==> config.mk <==
export PLATFORM = sky130hd
export DESIGN_NAME = diag_ebus_reader
export DESIGN_NICKNAME = d
export VERILOG_FILES = /design/src/rtl/diag_ebus_reader.sv
export SDC_FILE = /design/constraint.sdc
export NUM_CORES = 1
export LEC_CHECK = 0
export CAP_MARGIN = 20
export CORE_MARGIN = 2
export CORE_UTILIZATION = 41
export CTS_CLUSTER_SIZE = 12
export DETAILED_ROUTE_END_ITERATION = 12
export PLACE_DENSITY = 0.81
export SYNTH_ARGS = -nofsm -noshare
export SYNTH_HDL_FRONTEND = slang
export SYNTH_SLANG_ARGS = --single-unit
==> constraint.sdc <==
create_clock -name eboxClk -period 1.49 [get_ports eboxClk]
set_input_delay 0.2235 -clock eboxClk [delete_from_list [all_inputs] [get_ports eboxClk]]
set_output_delay 0.2235 -clock eboxClk [all_outputs]
set_load 0.03 [all_outputs]
==> src/rtl/diag_ebus_reader.sv <==
// diag_ebus_reader
// Diagnostic-side EBUS read initiator. Runs a sequence of DIAG_FUNC read
// codes. For each code it raises the read strobe, waits SETTLE cycles for the
// bus to settle, then samples the 36-bit EBUS word. It checks that exactly
// one board drove the bus and hands the word to the consumer over a
// valid/ready handshake.
//
// Ports:
//   eboxClk, RESET_n      clock, async active-low reset
//   start                 begin a run (IDLE only)
//   firstFunc, count      first function code, number of reads minus 1
//   CRAM_DIAG_FUNC        function code presented to the boards
//   DIAG_READ_FUNC_13X    read strobe to the boards
//   EBUS, drivingEBUS     bus data and per-board drive indications
//   rdData, rdFunc        captured word and the code that produced it
//   rdValid, rdReady      output handshake
//   busy, done            run in progress / one-cycle end-of-run pulse
//   errNoDrv, errMulti    sticky driver-count faults, cleared on start
module diag_ebus_reader #(
   parameter int unsigned SETTLE = 3,
   parameter int unsigned NDRV   = 8
) (
   input  logic            eboxClk,
   input  logic            RESET_n,
   input  logic            start,
   input  logic [8:0]      firstFunc,
   input  logic [2:0]      count,
   output logic [8:0]      CRAM_DIAG_FUNC,
   output logic            DIAG_READ_FUNC_13X,
   input  logic [0:35]     EBUS,
   input  logic [NDRV-1:0] drivingEBUS,
   output logic [0:35]     rdData,
   output logic [8:0]      rdFunc,
   output logic            rdValid,
   input  logic            rdReady,
   output logic            busy,
   output logic            done,
   output logic            errNoDrv,
   output logic            errMulti
);

   localparam logic [3:0] SettleLoad = 4'(SETTLE - 1);

   typedef enum logic [2:0] {StIdle, StDrive, StSample, StHold, StDone} state_e;

   state_e     state_q;
   logic [8:0] func_q;
   logic [2:0] remaining_q;
   logic [3:0] settle_q;

   logic drv_none;
   logic drv_multi;

   // x & (x-1) is nonzero exactly when more than one bit is set.
   assign drv_none  = (drivingEBUS == '0);
   assign drv_multi = ((drivingEBUS & (drivingEBUS - NDRV'(1))) != '0);

   always_ff @(posedge eboxClk or negedge RESET_n) begin
      if (!RESET_n) begin
         state_q            <= StIdle;
         func_q             <= '0;
         remaining_q        <= '0;
         settle_q           <= '0;
         CRAM_DIAG_FUNC     <= '0;
         DIAG_READ_FUNC_13X <= 1'b0;
         rdData             <= '0;
         rdFunc             <= '0;
         rdValid            <= 1'b0;
         busy               <= 1'b0;
         done               <= 1'b0;
         errNoDrv           <= 1'b0;
         errMulti           <= 1'b0;
      end else begin
         done <= 1'b0;
         unique case (state_q)
            StIdle: begin
               if (start) begin
                  func_q             <= firstFunc;
                  remaining_q        <= count;
                  errNoDrv           <= 1'b0;
                  errMulti           <= 1'b0;
                  busy               <= 1'b1;
                  CRAM_DIAG_FUNC     <= firstFunc;
                  DIAG_READ_FUNC_13X <= 1'b1;
                  settle_q           <= SettleLoad;
                  state_q            <= StDrive;
               end
            end
            StDrive: begin
               if (settle_q == 4'd0) begin
                  state_q <= StSample;
               end else begin
                  settle_q <= settle_q - 4'd1;
               end
            end
            StSample: begin
               rdFunc             <= func_q;
               rdValid            <= 1'b1;
               DIAG_READ_FUNC_13X <= 1'b0;
               state_q            <= StHold;
               // An undriven bus floats; return a clean zero instead.
               if (drv_none) begin
                  rdData   <= '0;
                  errNoDrv <= 1'b1;
               end else begin
                  rdData <= EBUS;
               end
               if (drv_multi) begin
                  errMulti <= 1'b1;
               end
            end
            StHold: begin
               if (rdValid && rdReady) begin
                  rdValid <= 1'b0;
                  if (remaining_q == 3'd0) begin
                     done           <= 1'b1;
                     busy           <= 1'b0;
                     CRAM_DIAG_FUNC <= '0;
                     state_q        <= StDone;
                  end else begin
                     remaining_q        <= remaining_q - 3'd1;
                     func_q             <= func_q + 9'd1;
                     CRAM_DIAG_FUNC     <= func_q + 9'd1;
                     DIAG_READ_FUNC_13X <= 1'b1;
                     settle_q           <= SettleLoad;
                     state_q            <= StDrive;
                  end
               end
            end
            StDone: begin
               state_q <= StIdle;
            end
            default: begin
               state_q <= StIdle;
            end
         endcase
      end
   end

endmodule

==> out/results.txt, run 1 <==
routed length per instance: 18.4 um
max incr delay on CP: 430 ps
Final Setup Violations: 71
CTS sink cnt: 79
Finished Cell Area: 6150 um2
worst vdd ir: 1.12 mV
worst path bufs/invs: 2
CP top delay family: simple AND/OR/NAND/NOR gates
MaxCap Viol Count: 0
Total Die Area: 9430 um2
Initial Util: 42.8%
cells on worst reg2reg path: 6
NumNets Final: 647
Overall Power: 13,200 uW
Vias/cell: 5.46
placed cell areas: 5230 um2
remaining antenna violation count after routing: 0
die width: 97.1 um
Max stage delay cell, worst path: or3b_4
drt drc: 0
Yosys warning total: 0
layout cells sized above 1: 28.1%
I/O pins: 120
Clock transition at path regs: 90 ps
Tot GR Track Use: 24.2%
Final WS setup: -248 ps
Worst EP arrival: 1980 ps
Placer Congestion: 0.837
total gr overflow: 0
core box area: 8300 um2
root buffer cell: clkbuf_8
Clk Latency, worst-skew pair: 360 ps
row count: 33
Vias: 3,784
Post-Place Setup Slack: -575 ps
critical path class: register to register
asr flop ratio synth: 100%
area delta synth->final: 73.1%
Die Y-Extent: 97.1 um
vias in the first global route: 3,716
#FFs+latches synth: 79
Fin. Hold Viols: 0
Hold WS: 328 ps
TritonRoute pass-1 iters: 4
pwr dens: 2150 nW/um2
Max Slew Vio Count: 0
Post-synth EDFFs: 0
total CTS buffers: 9
worst reg2reg endpoint: CRAM_DIAG_FUNC[6]
fmax: 575 MHz
Worst Clk Skew: 9.13 ps
Relative slew margins: 75.3%
CTS tree: done
sequential cell area fraction in the yosys report: 55.6%
final worst path period share: 117%
RSZ-0062 raised after global routing: yes
Clock Tree Buf Depth: 2
Crit Reg-Reg Startpoint: state_q[1]
critical-path cell list: or3b_4 > buf_6 > a21oi_4 > buf_6 > mux2i_1 > o21ai_1
Post-Syn Instances: 391
final worst path period need: 1740 ps
Crit path required time: 1730 ps
final WL: 12.7 mm
synthesized area: 3550 um2
failing checks: setup timing
Lkg Pwr: 0.00292 uW
first-pass GRT wire length: 18.4 mm
ant diodes: 0
Port Buf Inserts: 119
crit path capture type: register
reg2reg setup slack: -250 ps
worst slew pin tran: 368 ps
DP Wirelength: 7.15 mm
DRT iter0 DRCs: 156
CP Max Fanout: 4
status: finished with violations
crit-path most repeated cell: buf_6
Syn Area/Cell: 9.09 um2
largest net degree at the start of global routing: 49
CTS H-tree depth: 3
post-synth cell types: 49
Synth Net Count: 455
setup_tns: -9760 ps
Most used DFF post-synth: dfrtp_1
worst min path class: input port to async pin
initial antenna violation count: 0
CP Launch Type: register
## cell type report
| type | instances | area (um2) |
|---|---|---|
| fill | 562 | 2150 |
| inverter | 7 | 26.3 |
| timing repair buffer | 202 | 1990 |
| tap | 105 | 131 |
| sequential | 79 | 1980 |
| multi-input combinational | 284 | 1810 |
| clock buffer | 12 | 165 |
| clock inverter | 4 | 51.3 |
## per-stage QoR
step                utilization, %  std cells
global route                  74.1        693
floorplan                        -        391
detailed placement            63.0        642
CTS                           69.3        675
global placement              63.0        642
finish                        74.1        693
## power by group
part,leakage (uW),internal [uW],switching (uW)
combinational,0.00183,3230,4360
clock,0.000109,916,844
sequential,0.000973,3150,746
## placed cells by master (no fill, tap or decap), types with 9 or more instances in the layout
cell type	Yosys	routed
clkdlybuf4s50_1	0	58
dlygate4sd2_1	0	60
buf_4	0	50
o21ai_0	47	12
o21ai_2	0	11
dfrtp_1	79	78
nand2_1	121	107
nand2_2	0	9
buf_6	0	22
nor2_1	16	9
o21ai_1	1	25
a21oi_1	12	9
clkbuf_8	0	12
nand3_1	10	9
## layer usage
layer	wire length, um	track usage (%)	share of wire [%]
met5	0	0	0
met4	491	10.1	3.9
met3	865	4.96	6.8
met2	6390	40.4	50
met1	5000	30.6	39
## cell usage after synthesis (2+ instances only)
master,n,area (um2)
xor2_1,3,26.3
a221oi_1,2,17.5
and3_1,2,12.5
xnor2_1,4,35.0
mux2i_1,2,20.0
or3_1,4,25.0
nand3_1,10,50.1
clkbuf_1,12,45.0
a21o_1,7,52.6
dfrtp_1,79,1980
nor4b_1,2,17.5
and2_1,2,12.5
nand2b_1,2,12.5
inv_1,6,22.5
a211oi_1,3,22.5
buf_2,9,45.0
o21ai_0,47,235
ha_1,4,50.1
o211ai_1,6,45.0
nor2_1,16,60.1
nand3b_1,2,15.0
nand4_1,2,12.5
nand2_1,121,454
o21a_1,2,15.0
nor3_1,7,35.0
a21oi_1,12,60.1
## cell families after synthesis
kind of cell               after synthesis  synth area share [%]
buffers and inverters                   29                  3.38
and+or+nand+nor                        178                  21.6
adders and majority gates                4                  1.41
DFF                                     79                  55.6
AOI/OAI and AO/OA                       91                  15.3
xor gates and xnor gates                 7                  1.72
muxes                                    3                 0.880
## registers in the layout, indices dropped and copies added, names as in the netlist
register,flops
rdData,36
CRAM_DIAG_FUNC,9
func_q,9
rdFunc,9
settle_q,4
remaining_q,3
state_q,3
DIAG_READ_FUNC_13X,1
busy,1
done,1
errMulti,1
errNoDrv,1
rdValid,1
## worst reg2reg max path: stages (launching register included)
cell     delay [ps]
dfrtp_1         400
or3b_4          430
buf_6           150
a21oi_4         210
buf_6           150
mux2i_1         190
o21ai_1          90
## worst max-delay path by stage
| stage | start | end | slack [ps] | cells past startpoint |
|---|---|---|---|---|
| after global routing | state_q[1] | CRAM_DIAG_FUNC[6] | -340 | 6 |
| after detailed placement | start | func_q[4] | -570 | 5 |
| after CTS | state_q[1] | remaining_q[0] | -210 | 4 |
| after global placement | start | func_q[4] | -550 | 5 |
| final | state_q[1] | CRAM_DIAG_FUNC[6] | -250 | 6 |
| after floorplan | state_q[1] | func_q[1] | -130 | 4 |
## what timing repair did
item                       in CTS  in global routing
setup endpoints to repair      99                 74
cloned                          4                  5
hold endpoints to repair       22                  0
pin swaps                      19                 19
buffers inserted               12                 13
hold buffers                    1                  0
resized for setup             113                 90
Power figures use the tool's default switching activity.
==> inputs of run 2 (changes only) <==
--- a/config.mk
+++ b/config.mk
@@ -7,10 +7,10 @@
 export LEC_CHECK = 0
 export CAP_MARGIN = 20
 export CORE_MARGIN = 2
-export CORE_UTILIZATION = 41
+export CORE_UTILIZATION = 49
 export CTS_CLUSTER_SIZE = 12
 export DETAILED_ROUTE_END_ITERATION = 12
-export PLACE_DENSITY = 0.81
+export PLACE_DENSITY = 0.9
 export SYNTH_ARGS = -nofsm -noshare
 export SYNTH_HDL_FRONTEND = slang
 export SYNTH_SLANG_ARGS = --single-unit
==> constraint.sdc (replaced) <==
create_clock -name eboxClk -period 2.1 [get_ports eboxClk]
set_input_delay 0.315 -clock eboxClk [delete_from_list [all_inputs] [get_ports eboxClk]]
set_output_delay 0.315 -clock eboxClk [all_outputs]
set_load 0.03 [all_outputs]
==> out/results.txt, run 2 (synthesis results as in run 1) <==
Most flops, register: rdData
Post-CTS Setup Repair Bufs: 0 (-12)
die width: 89.2 um (-8.2%)
FILL cells: 550 (-2.1%)
initial antenna violation count: 0 (unchanged)
Total Die Area: 7950 um2 (-16%)
Post-Place Setup Slack: -5.75 ps (+569 ps)
Vias: 3,311 (-13%)
I/O pins: 120 (unchanged)
Placer Congestion: 0.870 (+3.9%)
pwr dens: 1540 nW/um2 (-29%)
row count: 31 (-6.1%)
status: finished clean
MaxCap Viol Count: 0 (unchanged)
most frequent cells in the layout: 121 x nand2_1, 118 x clkdlybuf4s50_1, 79 x dfrtp_1
Relative slew margins: 69.6% (-5.6 points)
Port Buf Inserts: 119 (unchanged)
Clock Tree Buf Depth: 2 (unchanged)
max FFs per register: 36 (unchanged)
Clock transition at path regs: 80 ps (about the same)
CTS tree: done
CTS H-tree depth: 3 (unchanged)
NumNets Final: 584 (-9.7%)
Max Slew Vio Count: 0 (unchanged)
worst min path class: input port to async pin
total gr overflow: 0 (unchanged)
placed cell areas: 4960 um2 (-5.1%)
Fin. Hold Viols: 0 (unchanged)
layout cells sized above 1: 8.40% (-20 points)
routed length per instance: 14.5 um (-21%)
RSZ-0062 raised after global routing: no
ant diodes: 0 (unchanged)
Tot GR Track Use: 22.9% (-1.3 points)
critical path class: register to register
CP Launch Type: register
fmax: 542 MHz (-5.8%)
worst vdd ir: 0.751 mV (-33%)
core box area: 7140 um2 (-14%)
Final Setup Violations: 0 (-100%)
final worst path period need: 1840 ps (+107 ps)
Crit path required time: 2390 ps (+660 ps)
commonest non-fill, non-tap cell in the layout: nand2_1
final WL: 9.06 mm (-29%)
Worst EP arrival: 2130 ps (+150 ps)
area delta synth->final: 44.4%
hold buffers post-CTS: 1 (unchanged)
largest net degree at the start of global routing: 46 (-6.1%)
reg2reg setup slack: 260 ps (+500 ps)
final worst path period share: 87.8% (-29 points)
DRT iter0 DRCs: 157 (+0.64%)
DP Wirelength: 6.68 mm (-6.6%)
Finished Cell Area: 5130 um2 (-17%)
CTS sink cnt: 79 (unchanged)
remaining antenna violation count after routing: 0 (unchanged)
Hold WS: 437 ps (+109 ps)
Clk Latency, worst-skew pair: 350 ps (about the same)
root buffer cell: clkbuf_8
Final WS setup: 255 ps (+503 ps)
cts repair resizes: 0 (-100%)
TritonRoute pass-1 iters: 4 (unchanged)
Non-Filler Instances: 623 (-10%)
Lkg Pwr: 0.00226 uW (-22%)
vias in the first global route: 3,056 (-18%)
CP Max Fanout: 4 (unchanged)
total CTS buffers: 9 (unchanged)
placed insts: 607 (-5.5%)
worst slew pin tran: 453 ps (+84.4 ps)
Initial Util: 49.8% (+7.0 points)
drt drc: 0 (unchanged)
crit path capture type: register
Vias/cell: 5.31 (-2.7%)
Worst Clk Skew: 9.48 ps (+0.350 ps)
first-pass GRT wire length: 14.1 mm (-24%)
Die Y-Extent: 89.2 um (-8.2%)
==> run 2: cell count changes in the layout (fill, tap and decap cells not counted), sizes merged, moves of 3 or more <==
| cell | change |
|---|---|
| dlygate4sd2 | -60 |
| buf | -59 |
| clkbuf | -6 |
| clkdlybuf4s50 | +60 |
| clkinv | +3 |
==> run 2: worst paths after layout <==
path,start,endpoint,depth (start not counted)
setup / recovery,settle_q[1],settle_q[0],6
hold / removal,RESET_n,rdData[0],2
setup reg to reg,settle_q[1],settle_q[0],6
hold reg to reg,rdFunc[5],rdFunc[5],2
max in group asynchronous,RESET_n,CRAM_DIAG_FUNC[7],3
min in group eboxClk,rdFunc[5],rdFunc[5],2
==> run 2: critical path, stage by stage (launching register included) <==
cell,delay [ps]
dfrtp_1,390
inv_1,80
ha_1,160
nor3b_1,360
nor3_1,160
a211oi_1,400
mux2_2,240
==> run 2: power by group <==
| group | internal [uW] | switching (uW) | leakage, uW | total, uW |
|---|---|---|---|---|
| combinational | 1750 | 2400 | 0.00120 | 4160 |
| sequential | 2230 | 517 | 0.000974 | 2750 |
| clock | 418 | 555 | 0.0000809 | 973 |
==> run 2: routing by layer <==
layer  track usage [%]  vias up  wire length (um)
met2              37.6      135              4330
met5                 0        -                 0
met3              4.89       14               760
met1              29.8     1584              3820
met4              8.68        0               142
li1                  -     1578                 -
==> run 2: final cells by class <==
class / count / area [um2] / share of cell area (%)
clock inverters: 6 / 38.8 / 0.756
multi-input cells: 283 / 1470 / 28.6
flip-flops and latches: 79 / 1980 / 38.5
repair buffers: 140 / 1370 / 26.8
well taps: 99 / 124 / 2.41
clock buffers: 9 / 124 / 2.41
inverters: 7 / 26.3 / 0.512
==> run 2: stage by stage <==
stage	TNS, ps	power (uW)	util [%]
after floorplan	0	5140	-
after global placement	0	6760	69.5
after detailed placement	-5.75	6940	69.5
after CTS	0	7920	71.9
after global routing	0	8400	71.9
final	0	7880	71.9
